**src/rtl/mdu_iter_pkg.sv**
```systemverilog
// Shared definitions for the iterative multiply/divide unit: FSM states,
// M-extension funct3 codes and operand signedness decode.
package mdu_iter_pkg;

   typedef enum logic [1:0] {
      MDU_IDLE = 2'd0,
      MDU_BUSY = 2'd1,
      MDU_DONE = 2'd2
   } mdu_state_t;

   localparam logic [2:0] MDU_MUL    = 3'd0;
   localparam logic [2:0] MDU_MULH   = 3'd1;
   localparam logic [2:0] MDU_MULHSU = 3'd2;
   localparam logic [2:0] MDU_MULHU  = 3'd3;
   localparam logic [2:0] MDU_DIV    = 3'd4;
   localparam logic [2:0] MDU_DIVU   = 3'd5;
   localparam logic [2:0] MDU_REM    = 3'd6;
   localparam logic [2:0] MDU_REMU   = 3'd7;

   function automatic logic mdu_op1_signed(input logic [2:0] f);
      return (f == MDU_MUL) || (f == MDU_MULH) || (f == MDU_MULHSU) ||
             (f == MDU_DIV) || (f == MDU_REM);
   endfunction

   function automatic logic mdu_op2_signed(input logic [2:0] f);
      return (f == MDU_MUL) || (f == MDU_MULH) || (f == MDU_DIV) || (f == MDU_REM);
   endfunction

endpackage

```
**src/rtl/mdu_iter_if.sv**
```systemverilog
// EX-stage <-> MDU handshake and operand bus.
interface mdu_iter_if #(parameter int XLEN = 32);
   logic            s_valid_i;
   logic            s_stall_i;
   logic            s_flush_i;
   logic [2:0]      s_function_i;
   logic [XLEN-1:0] s_operand1_i;
   logic [XLEN-1:0] s_operand2_i;
   logic            s_finished_o;
   logic [XLEN-1:0] s_result_o;
   logic            s_busy_o;

   modport master (
      output s_valid_i, s_stall_i, s_flush_i, s_function_i, s_operand1_i, s_operand2_i,
      input  s_finished_o, s_result_o, s_busy_o
   );

   modport slave (
      input  s_valid_i, s_stall_i, s_flush_i, s_function_i, s_operand1_i, s_operand2_i,
      output s_finished_o, s_result_o, s_busy_o
   );
endinterface

```
**src/rtl/mdu_iter_step.sv**
```systemverilog
// Combinational slice retiring STEP bits: shift-add multiply or restoring divide.
// Accumulator is {hi, lo}; in divide mode the quotient bits are returned separately.
module mdu_step #(
   parameter int XLEN = 32,
   parameter int STEP = 1
) (
   input  logic [2*XLEN-1:0] acc_i,
   input  logic [XLEN-1:0]   operand_i,
   input  logic              div_i,
   output logic [2*XLEN-1:0] acc_o,
   output logic [STEP-1:0]   quot_o
);

   logic [XLEN-1:0] hi;
   logic [XLEN-1:0] lo;
   logic [XLEN:0]   ext;
   logic [STEP-1:0] quot;

   // Unrolled STEP radix-2 iterations
   always_comb begin
      hi   = acc_i[2*XLEN-1:XLEN];
      lo   = acc_i[XLEN-1:0];
      ext  = '0;
      quot = '0;
      for (int i = 0; i < STEP; i++) begin
         if (div_i) begin
            ext = {hi, lo[XLEN-1]};
            lo  = {lo[XLEN-2:0], 1'b0};
            if (ext >= {1'b0, operand_i}) begin
               ext  = ext - {1'b0, operand_i};
               quot = STEP'({quot, 1'b1});
            end else begin
               quot = STEP'({quot, 1'b0});
            end
            hi = ext[XLEN-1:0];
         end else begin
            ext = {1'b0, hi} + (lo[0] ? {1'b0, operand_i} : {(XLEN+1){1'b0}});
            lo  = {ext[0], lo[XLEN-1:1]};
            hi  = ext[XLEN:1];
         end
      end
      acc_o  = {hi, lo};
      quot_o = quot;
   end

endmodule

```
**src/rtl/mdu_iter.sv**
```systemverilog
// Iterative RV32M multiply/divide unit: magnitudes are iterated, signs are applied
// on the final BUSY edge; trivial cases can complete straight from IDLE.
module mdu_iter
   import mdu_iter_pkg::*;
#(
   parameter int XLEN         = 32,
   parameter int STEP         = 1,
   parameter int FAST_SPECIAL = 1
) (
   input logic        s_clk_i,
   input logic        s_reset_i,
   mdu_iter_if.slave  bus
);

   localparam int ITERS = XLEN / STEP;
   localparam int CW    = $clog2(ITERS + 1);
   localparam logic [CW-1:0]   CNT_INIT = CW'(ITERS);
   localparam logic [XLEN-1:0] MIN_INT  = {1'b1, {(XLEN-1){1'b0}}};

   mdu_state_t        state_q, state_d;
   logic [CW-1:0]     cnt_q, cnt_d;
   logic [2*XLEN-1:0] acc_q, acc_d;
   logic [XLEN-1:0]   opnd_q, opnd_d;
   logic [2:0]        func_q, func_d;
   logic              neg_q, neg_d;
   logic [XLEN-1:0]   result_q, result_d;

   logic [2*XLEN-1:0] step_acc, acc_next, fin_full;
   logic [STEP-1:0]   step_quot;
   logic [XLEN-1:0]   a_mag, b_mag, spec_res, fin_lo, fin_hi, sel_res;
   logic              a_neg, b_neg, op_div, ovf, spec_hit;

   mdu_step #(.XLEN(XLEN), .STEP(STEP)) u_step (
      .acc_i     (acc_q),
      .operand_i (opnd_q),
      .div_i     (func_q[2]),
      .acc_o     (step_acc),
      .quot_o    (step_quot)
   );

   // Operand decode, special-case detection and final sign correction
   always_comb begin
      op_div = bus.s_function_i[2];
      a_neg  = mdu_op1_signed(bus.s_function_i) & bus.s_operand1_i[XLEN-1];
      b_neg  = mdu_op2_signed(bus.s_function_i) & bus.s_operand2_i[XLEN-1];
      a_mag  = a_neg ? -bus.s_operand1_i : bus.s_operand1_i;
      b_mag  = b_neg ? -bus.s_operand2_i : bus.s_operand2_i;
      ovf    = ((bus.s_function_i == MDU_DIV) || (bus.s_function_i == MDU_REM)) &&
               (bus.s_operand1_i == MIN_INT) && (bus.s_operand2_i == '1);
      if (op_div && (bus.s_operand2_i == '0)) begin
         spec_hit = 1'b1;
         spec_res = bus.s_function_i[1] ? bus.s_operand1_i : '1;
      end else if (ovf) begin
         spec_hit = 1'b1;
         spec_res = bus.s_function_i[1] ? '0 : MIN_INT;
      end else if (!op_div && ((bus.s_operand1_i == '0) || (bus.s_operand2_i == '0))) begin
         spec_hit = 1'b1;
         spec_res = '0;
      end else begin
         spec_hit = 1'b0;
         spec_res = '0;
      end

      acc_next = step_acc | {{(2*XLEN-STEP){1'b0}}, step_quot};
      fin_full = neg_q ? -acc_next : acc_next;
      fin_lo   = neg_q ? -acc_next[XLEN-1:0] : acc_next[XLEN-1:0];
      fin_hi   = neg_q ? -acc_next[2*XLEN-1:XLEN] : acc_next[2*XLEN-1:XLEN];
      case (func_q)
         MDU_MUL:                          sel_res = fin_full[XLEN-1:0];
         MDU_MULH, MDU_MULHSU, MDU_MULHU:  sel_res = fin_full[2*XLEN-1:XLEN];
         MDU_DIV, MDU_DIVU:                sel_res = fin_lo;
         MDU_REM, MDU_REMU:                sel_res = fin_hi;
         default:                          sel_res = '0;
      endcase
   end

   // Next-state logic; flush overrides everything
   always_comb begin
      state_d  = state_q;
      cnt_d    = cnt_q;
      acc_d    = acc_q;
      opnd_d   = opnd_q;
      func_d   = func_q;
      neg_d    = neg_q;
      result_d = result_q;
      if (bus.s_flush_i) begin
         state_d = MDU_IDLE;
      end else begin
         case (state_q)
            MDU_IDLE: begin
               if (bus.s_valid_i) begin
                  func_d = bus.s_function_i;
                  acc_d  = {{XLEN{1'b0}}, (op_div ? a_mag : b_mag)};
                  opnd_d = op_div ? b_mag : a_mag;
                  // A zero divisor must leave the quotient all-ones whatever the dividend sign
                  if (op_div) begin
                     neg_d = bus.s_function_i[1] ? a_neg :
                             ((a_neg ^ b_neg) & (bus.s_operand2_i != '0));
                  end else begin
                     neg_d = a_neg ^ b_neg;
                  end
                  if ((FAST_SPECIAL != 0) && spec_hit) begin
                     state_d  = MDU_DONE;
                     result_d = spec_res;
                  end else begin
                     state_d = MDU_BUSY;
                     cnt_d   = CNT_INIT;
                  end
               end else begin
                  state_d = MDU_IDLE;
               end
            end
            MDU_BUSY: begin
               if (!bus.s_valid_i) begin
                  state_d = MDU_IDLE;
               end else begin
                  acc_d = acc_next;
                  cnt_d = cnt_q - CW'(1);
                  if (cnt_q == CW'(1)) begin
                     state_d  = MDU_DONE;
                     result_d = sel_res;
                  end else begin
                     state_d = MDU_BUSY;
                  end
               end
            end
            MDU_DONE: begin
               if (!bus.s_stall_i) begin
                  state_d = MDU_IDLE;
               end else begin
                  state_d = MDU_DONE;
               end
            end
            default: state_d = MDU_IDLE;
         endcase
      end
   end

   // State and datapath registers
   always_ff @(posedge s_clk_i) begin
      if (s_reset_i) begin
         state_q  <= MDU_IDLE;
         cnt_q    <= '0;
         acc_q    <= '0;
         opnd_q   <= '0;
         func_q   <= MDU_MUL;
         neg_q    <= 1'b0;
         result_q <= '0;
      end else begin
         state_q  <= state_d;
         cnt_q    <= cnt_d;
         acc_q    <= acc_d;
         opnd_q   <= opnd_d;
         func_q   <= func_d;
         neg_q    <= neg_d;
         result_q <= result_d;
      end
   end

   assign bus.s_finished_o = (state_q == MDU_DONE);
   assign bus.s_busy_o     = (state_q == MDU_BUSY);
   assign bus.s_result_o   = result_q;

endmodule

```
**src/flat_wrapper.sv**
```systemverilog
// flat-port wrapper written by rule: the top's interface ports become plain ports
module mdu_iter_flat import mdu_iter_pkg::*;
#(
   parameter int XLEN         = 32,
   parameter int STEP         = 1,
   parameter int FAST_SPECIAL = 1
)
  (s_clk_i, s_reset_i, bus_s_valid_i, bus_s_stall_i, bus_s_flush_i, bus_s_function_i, bus_s_operand1_i, bus_s_operand2_i, bus_s_finished_o, bus_s_result_o, bus_s_busy_o);
  mdu_iter_if #(.XLEN(XLEN)) bus_i ();
  input logic s_clk_i;
  input logic s_reset_i;
  input wire logic [$bits(bus_i.s_valid_i)-1:0] bus_s_valid_i;
  input wire logic [$bits(bus_i.s_stall_i)-1:0] bus_s_stall_i;
  input wire logic [$bits(bus_i.s_flush_i)-1:0] bus_s_flush_i;
  input wire logic [$bits(bus_i.s_function_i)-1:0] bus_s_function_i;
  input wire logic [$bits(bus_i.s_operand1_i)-1:0] bus_s_operand1_i;
  input wire logic [$bits(bus_i.s_operand2_i)-1:0] bus_s_operand2_i;
  output wire logic [$bits(bus_i.s_finished_o)-1:0] bus_s_finished_o;
  output wire logic [$bits(bus_i.s_result_o)-1:0] bus_s_result_o;
  output wire logic [$bits(bus_i.s_busy_o)-1:0] bus_s_busy_o;
  assign bus_i.s_valid_i = bus_s_valid_i;
  assign bus_i.s_stall_i = bus_s_stall_i;
  assign bus_i.s_flush_i = bus_s_flush_i;
  assign bus_i.s_function_i = bus_s_function_i;
  assign bus_i.s_operand1_i = bus_s_operand1_i;
  assign bus_i.s_operand2_i = bus_s_operand2_i;
  assign bus_s_finished_o = bus_i.s_finished_o;
  assign bus_s_result_o = bus_i.s_result_o;
  assign bus_s_busy_o = bus_i.s_busy_o;
  mdu_iter #(.XLEN(XLEN), .STEP(STEP), .FAST_SPECIAL(FAST_SPECIAL)) u_core (.s_clk_i(s_clk_i), .s_reset_i(s_reset_i), .bus(bus_i));
endmodule
```
**config.mk**
```make
export PLATFORM = sky130hd
export DESIGN_NAME = mdu_iter_flat
export DESIGN_NICKNAME = d
export VERILOG_FILES = /design/src/rtl/mdu_iter_pkg.sv /design/src/rtl/mdu_iter_if.sv /design/src/rtl/mdu_iter_step.sv /design/src/rtl/mdu_iter.sv /design/src/flat_wrapper.sv
export SDC_FILE = /design/constraint.sdc
export NUM_CORES = 1
export LEC_CHECK = 0
export ABC_CLOCK_PERIOD_IN_PS = 6600
export CAP_MARGIN = 5
export CORE_ASPECT_RATIO = 1.75
export CORE_MARGIN = 2
export CORE_UTILIZATION = 40
export CTS_CLUSTER_DIAMETER = 100
export DETAILED_ROUTE_END_ITERATION = 8
export GPL_TIMING_DRIVEN = 0
export PLACE_DENSITY_LB_ADDON = 0.25
export SLEW_MARGIN = 20
export SYNTH_ARGS = -nofsm -noshare
export SYNTH_HDL_FRONTEND = slang
export SYNTH_HIERARCHICAL = 1
export SYNTH_SLANG_ARGS = --single-unit
```
**constraint.sdc**
```tcl
create_clock -name s_clk_i -period 6.6 [get_ports s_clk_i]
set_clock_uncertainty 0.2 [all_clocks]
set_input_delay 0.99 -clock s_clk_i [delete_from_list [all_inputs] [get_ports s_clk_i]]
set_output_delay 0.99 -clock s_clk_i [all_outputs]
set_load 0.02 [all_outputs]
```
==> impl_metrics.prom <==
# TYPE chip_impl_metric gauge
chip_impl_info{name="status",value="finished with violations"} 1
chip_impl_info{name="violations",value="design-rule violations"} 1
chip_impl_metric{name="wire_length_of_the_first_global_routing_pass",unit="mm"} 123
chip_impl_metric{name="tightest_slew",unit="ns"} 1.32
chip_impl_metric{name="maxClockFrequency",unit="GHz"} 0.154
chip_impl_metric{name="clk_latency",unit="ns"} 0.46
chip_impl_info{name="worst_r2r_startpoint",value="u_core/opnd_q[12]"} 1
chip_impl_metric{name="worstPathMaxFanout",unit=""} 10
chip_impl_metric{name="cp_num_cells",unit=""} 21
chip_impl_metric{name="placement.setup.worst_slack",unit="ns"} -0.486
chip_impl_metric{name="asyncSetResetFlopFracSynth",unit="%"} 0
chip_impl_metric{name="largest_stage_delay_on_the_critical_path",unit="ns"} 0.70
chip_impl_metric{name="globalRoute.totalOverflow",unit=""} 0
chip_impl_info{name="timing_worst_setup_path_type",value="reg -> reg"} 1
chip_impl_metric{name="detail_route.first_pass.iterations",unit=""} 7
chip_impl_metric{name="final-hold-violation-count",unit=""} 0
chip_impl_metric{name="grt_max_degree",unit=""} 17
chip_impl_metric{name="drtAntennaViolNets",unit=""} 0
chip_impl_metric{name="synth.lib_cells_used.distinct",unit=""} 97
chip_impl_metric{name="synth.avg_cell_area",unit="um2"} 7.24
chip_impl_info{name="element_type_at_the_critical_path_end",value="flop"} 1
chip_impl_metric{name="final_slew_violations",unit=""} 0
chip_impl_info{name="timing.critical_path.cells",value="inv_1 -> ha_1 -> nand3_2 -> nor3_2 -> o211ai_1 -> a21o_1 -> a21oi_4 -> a21o_1 -> o21a_1 -> buf_6 -> buf_8 -> mux2i_1 -> mux2i_1 -> clkbuf_1 -> nor4_2 -> nand2_1 -> or4_1 -> a32oi_1 -> nand4_1 -> a211oi_4 -> nor3_1"} 1
chip_impl_metric{name="routed_via_density",unit=""} 6.67
chip_impl_metric{name="die_h",unit="um"} 263
chip_impl_metric{name="gp_congestion",unit=""} 1.08
chip_impl_info{name="synth_area_leaders",value="sky130_fd_sc_hd__dfxtp_1, sky130_fd_sc_hd__a21oi_1, sky130_fd_sc_hd__ha_1"} 1
chip_impl_metric{name="cts.sink_count",unit=""} 140
chip_impl_info{name="rsz_0062_raised_after_global_routing",value="true"} 1
chip_impl_metric{name="synth.cell_area",unit="mm2"} 0.0153
chip_impl_metric{name="core_region_area",unit="mm2"} 0.0376
chip_impl_info{name="cpLargestDelayFamily",value="simple AND/OR/NAND/NOR gates"} 1
chip_impl_metric{name="max_cap_viol_count",unit=""} 0
chip_impl_info{name="holdCritPathClass",value="reg -> reg"} 1
chip_impl_info{name="clock_tree_from_tritoncts",value="built"} 1
chip_impl_metric{name="grt.total_usage",unit="%"} 41.8
chip_impl_metric{name="synth_largest_type_area_fraction",unit="%"} 18.3
chip_impl_metric{name="synth.yosys.seq_area_share",unit="%"} 18.3
chip_impl_metric{name="initial_core_util",unit="%"} 40.6
chip_impl_metric{name="multi_input_logic_area",unit="mm2"} 0.0118
chip_impl_metric{name="setup_slack_of_the_most_critical_reg_to_reg_path",unit="ns"} 0.09
chip_impl_metric{name="setup_viol",unit=""} 0
chip_impl_metric{name="slew-limit-headroom",unit="%"} 12.2
chip_impl_info{name="synth_top_family_by_area",value="compound AO/OA/AOI/OAI gates"} 1
chip_impl_metric{name="drt_first_iter_violations",unit=""} 1775
chip_impl_metric{name="post_route_worst_hold_slack",unit="ns"} 0.255
chip_impl_metric{name="synth-edff-count",unit=""} 0
chip_impl_metric{name="post_synthesis_cell_count",unit=""} 2113
chip_impl_metric{name="xor_xnor_fraction_of_synth_area",unit="%"} 8.59
chip_impl_metric{name="total_leakage_power",unit="nW"} 6.67
chip_impl_metric{name="critical_path_arrival",unit="ns"} 6.61
chip_impl_info{name="postSynth.topFlopCell",value="sky130_fd_sc_hd__dfxtp_1"} 1
chip_impl_metric{name="crit_share_post_route",unit="%"} 98.6
chip_impl_metric{name="synth-warning-count",unit=""} 6
chip_impl_metric{name="worst-path-buf-inv",unit=""} 4
chip_impl_info{name="crit_path_start",value="u_core/opnd_q[12]"} 1
chip_impl_metric{name="antennaDiodeCount",unit=""} 0
chip_impl_metric{name="buffer_ports.inserted",unit=""} 102
chip_impl_metric{name="rr_worst_depth",unit=""} 21
chip_impl_metric{name="area.growth.synth_to_final",unit="%"} 15.5
chip_impl_metric{name="fin_tns_setup",unit="ns"} 0
chip_impl_metric{name="cts_inserted_buffers",unit=""} 17
chip_impl_metric{name="dp.final_hpwl",unit="mm"} 71.1
chip_impl_metric{name="yosys-mux-area-fraction",unit="%"} 7.69
chip_impl_metric{name="synthAdderAreaFrac",unit="%"} 6.07
chip_impl_metric{name="post_synth_net_total",unit=""} 2258
chip_impl_metric{name="postLayoutCellArea",unit="mm2"} 0.0177
chip_impl_metric{name="chipWidth",unit="um"} 152
chip_impl_metric{name="cts.hold.buffers_added",unit=""} 0
chip_impl_metric{name="grt_pass1_vias",unit=""} 17941
chip_impl_metric{name="route.detailed.wl_per_inst",unit="um"} 31.6
chip_impl_metric{name="fillerInstances",unit=""} 3959
chip_impl_info{name="startpoint_type",value="flop"} 1
chip_impl_metric{name="vias",unit=""} 18223
chip_impl_metric{name="synth-simple-area-share",unit="%"} 25.7
chip_impl_metric{name="final_nets",unit=""} 2385
chip_impl_metric{name="detail_route.drc_violations",unit=""} 1
chip_impl_metric{name="route.final.wire_length",unit="mm"} 86.4
chip_impl_info{name="crit_path_end",value="u_core/bus.s_result_o[31]"} 1
chip_impl_info{name="synth_area_leader_cell",value="sky130_fd_sc_hd__dfxtp_1"} 1
chip_impl_metric{name="ys_ff_latch",unit=""} 140
chip_impl_metric{name="rows",unit=""} 94
chip_impl_metric{name="required",unit="ns"} 6.70
chip_impl_metric{name="clock_buffer_depth",unit=""} 2
chip_impl_metric{name="post_route_cells_drive_above_1_share",unit="%"} 7.06
chip_impl_metric{name="fin_ws",unit="ns"} 0.0903
chip_impl_metric{name="cts.htree.levels",unit=""} 4
chip_impl_metric{name="power",unit="mW"} 3.10
chip_impl_metric{name="irDropWorstVdd",unit="mV"} 0.197
chip_impl_metric{name="final-seq-area",unit="mm2"} 0.00280
chip_impl_metric{name="power-per-cell-area",unit="mW/mm2"} 176
chip_impl_metric{name="ios",unit=""} 106
chip_impl_metric{name="timing.final.crit_period",unit="ns"} 6.51
chip_impl_info{name="crit-reg2reg-capture",value="u_core/bus.s_result_o[31]"} 1
chip_impl_info{name="clock-root-buffer",value="sky130_fd_sc_hd__clkbuf_16"} 1
chip_impl_metric{name="antenna_found_initial",unit=""} 2
chip_impl_metric{name="postPlaceCellArea",unit="mm2"} 0.0170
chip_impl_info{name="critical_path.slowest_cell",value="sky130_fd_sc_hd__nor4_2"} 1
chip_impl_metric{name="cts.reportedPaths.clkPinSlew",unit="ns"} 0.07
chip_impl_metric{name="synth_compound_gate_area_share",unit="%"} 28.2
chip_impl_metric{name="design.die.area",unit="mm2"} 0.0399
## layout by cell type (no fill, tap or decap), types with 65 or more instances in the layout
| cell type | instances |
|---|---|
| sky130_fd_sc_hd__nand2_1 | 209 |
| sky130_fd_sc_hd__a21oi_1 | 186 |
| sky130_fd_sc_hd__nor2_1 | 179 |
| sky130_fd_sc_hd__dfxtp_1 | 139 |
| sky130_fd_sc_hd__clkbuf_1 | 112 |
| sky130_fd_sc_hd__clkdlybuf4s50_1 | 102 |
| sky130_fd_sc_hd__o21ai_0 | 101 |
| sky130_fd_sc_hd__nand3_1 | 86 |
| sky130_fd_sc_hd__xnor2_1 | 85 |
| sky130_fd_sc_hd__mux2i_1 | 77 |
| sky130_fd_sc_hd__ha_1 | 71 |
| sky130_fd_sc_hd__inv_1 | 66 |
| sky130_fd_sc_hd__xor2_1 | 65 |
## final cells by class
class | count | area share, %
Multi-Input combinational cell | 1764 | 66.7
Sequential cell | 140 | 15.9
Timing Repair Buffer | 108 | 5.99
Tap cell | 480 | 3.40
Buffer | 139 | 3.26
Clock buffer | 19 | 2.51
Inverter | 70 | 1.49
Clock inverter | 13 | 0.744
## worst min path at each step
stage	from	cells after the start	slack, ns	end
after floorplan	u_core/acc_q[12]	2	0.23	u_core/acc_q[12]
after global placement	u_core/acc_q[14]	2	0.24	u_core/acc_q[14]
after detailed placement	u_core/acc_q[31]	1	0.25	u_core/acc_q[31]
after CTS	u_core/acc_q[20]	2	0.26	u_core/acc_q[20]
after global routing	u_core/acc_q[14]	2	0.27	u_core/acc_q[14]
final	u_core/acc_q[20]	2	0.26	u_core/acc_q[20]
## cells by family after synthesis
kind of cell | after synthesis
adder cells (fa/ha/maj) | 73
buffers and inverters | 209
AND/OR/NAND/NOR | 780
AO/OA/AOI/OAI | 648
multiplexers | 113
XOR/XNOR | 150
flip-flops | 140
## registers in the layout, summed over array words and instances, names as in the netlist
signal                 count
u_core/func_q              3
u_core/bus.s_result_o     32
u_core/acc_q              64
u_core/cnt_q               6
u_core/state_q             2
u_core/neg_q               1
u_core/opnd_q             32
## synth_stat cells, types with 28 or more instances
cell type                  instances
sky130_fd_sc_hd__nor4_1           39
sky130_fd_sc_hd__nor3_1           51
sky130_fd_sc_hd__xor2_1           65
sky130_fd_sc_hd__mux2_2           35
sky130_fd_sc_hd__dfxtp_1         140
sky130_fd_sc_hd__xnor2_1          85
sky130_fd_sc_hd__inv_1            66
sky130_fd_sc_hd__nand2_1         209
sky130_fd_sc_hd__a31oi_1          28
sky130_fd_sc_hd__mux2i_1          77
sky130_fd_sc_hd__nor2_1          179
sky130_fd_sc_hd__a21o_1           44
sky130_fd_sc_hd__ha_1             71
sky130_fd_sc_hd__a21oi_1         188
sky130_fd_sc_hd__and2_1           49
sky130_fd_sc_hd__o22ai_1          28
sky130_fd_sc_hd__o31ai_1          31
sky130_fd_sc_hd__a211oi_1         32
sky130_fd_sc_hd__nand3_1          86
sky130_fd_sc_hd__o21ai_0         102
sky130_fd_sc_hd__clkbuf_1        114
## where the power goes
part           total (mW)  internal (mW)  switching, mW
clock               0.980          0.537          0.443
sequential          0.918          0.878         0.0407
combinational        1.20          0.388          0.815
## per-stage QoR
stage                     util [%]  std cells
final                         46.9       2733
after global routing          46.9       2733
after CTS                     46.7       2730
after detailed placement      45.1       2698
after global placement        45.0       2695
after floorplan                  -       2113
## per-layer routing
metal | vias up | global-route usage (%) | part of all wire, %
met3 | 408 | 7.67 | 6.4
met1 | 8740 | 39.9 | 32
met2 | 988 | 74.5 | 50
met4 | 0 | 40.0 | 12
li1 | 8087 | - | -
met5 | - | 0 | 0
## repair_timing
item / CTS / global route
buffers inserted: 0 / 3
cloned: 0 / 0
pin swaps: 0 / 1
resized for setup: 11 / 12
setup endpoints to repair: 4 / 7
## worst min-delay path, stage by stage (launching register included)
cell and delay [ns]:
sky130_fd_sc_hd__dfxtp_1 0.32, sky130_fd_sc_hd__nand2_1 0.05, sky130_fd_sc_hd__nand2_1 0.04
Note: power is estimated with default switching activity, not from simulation.
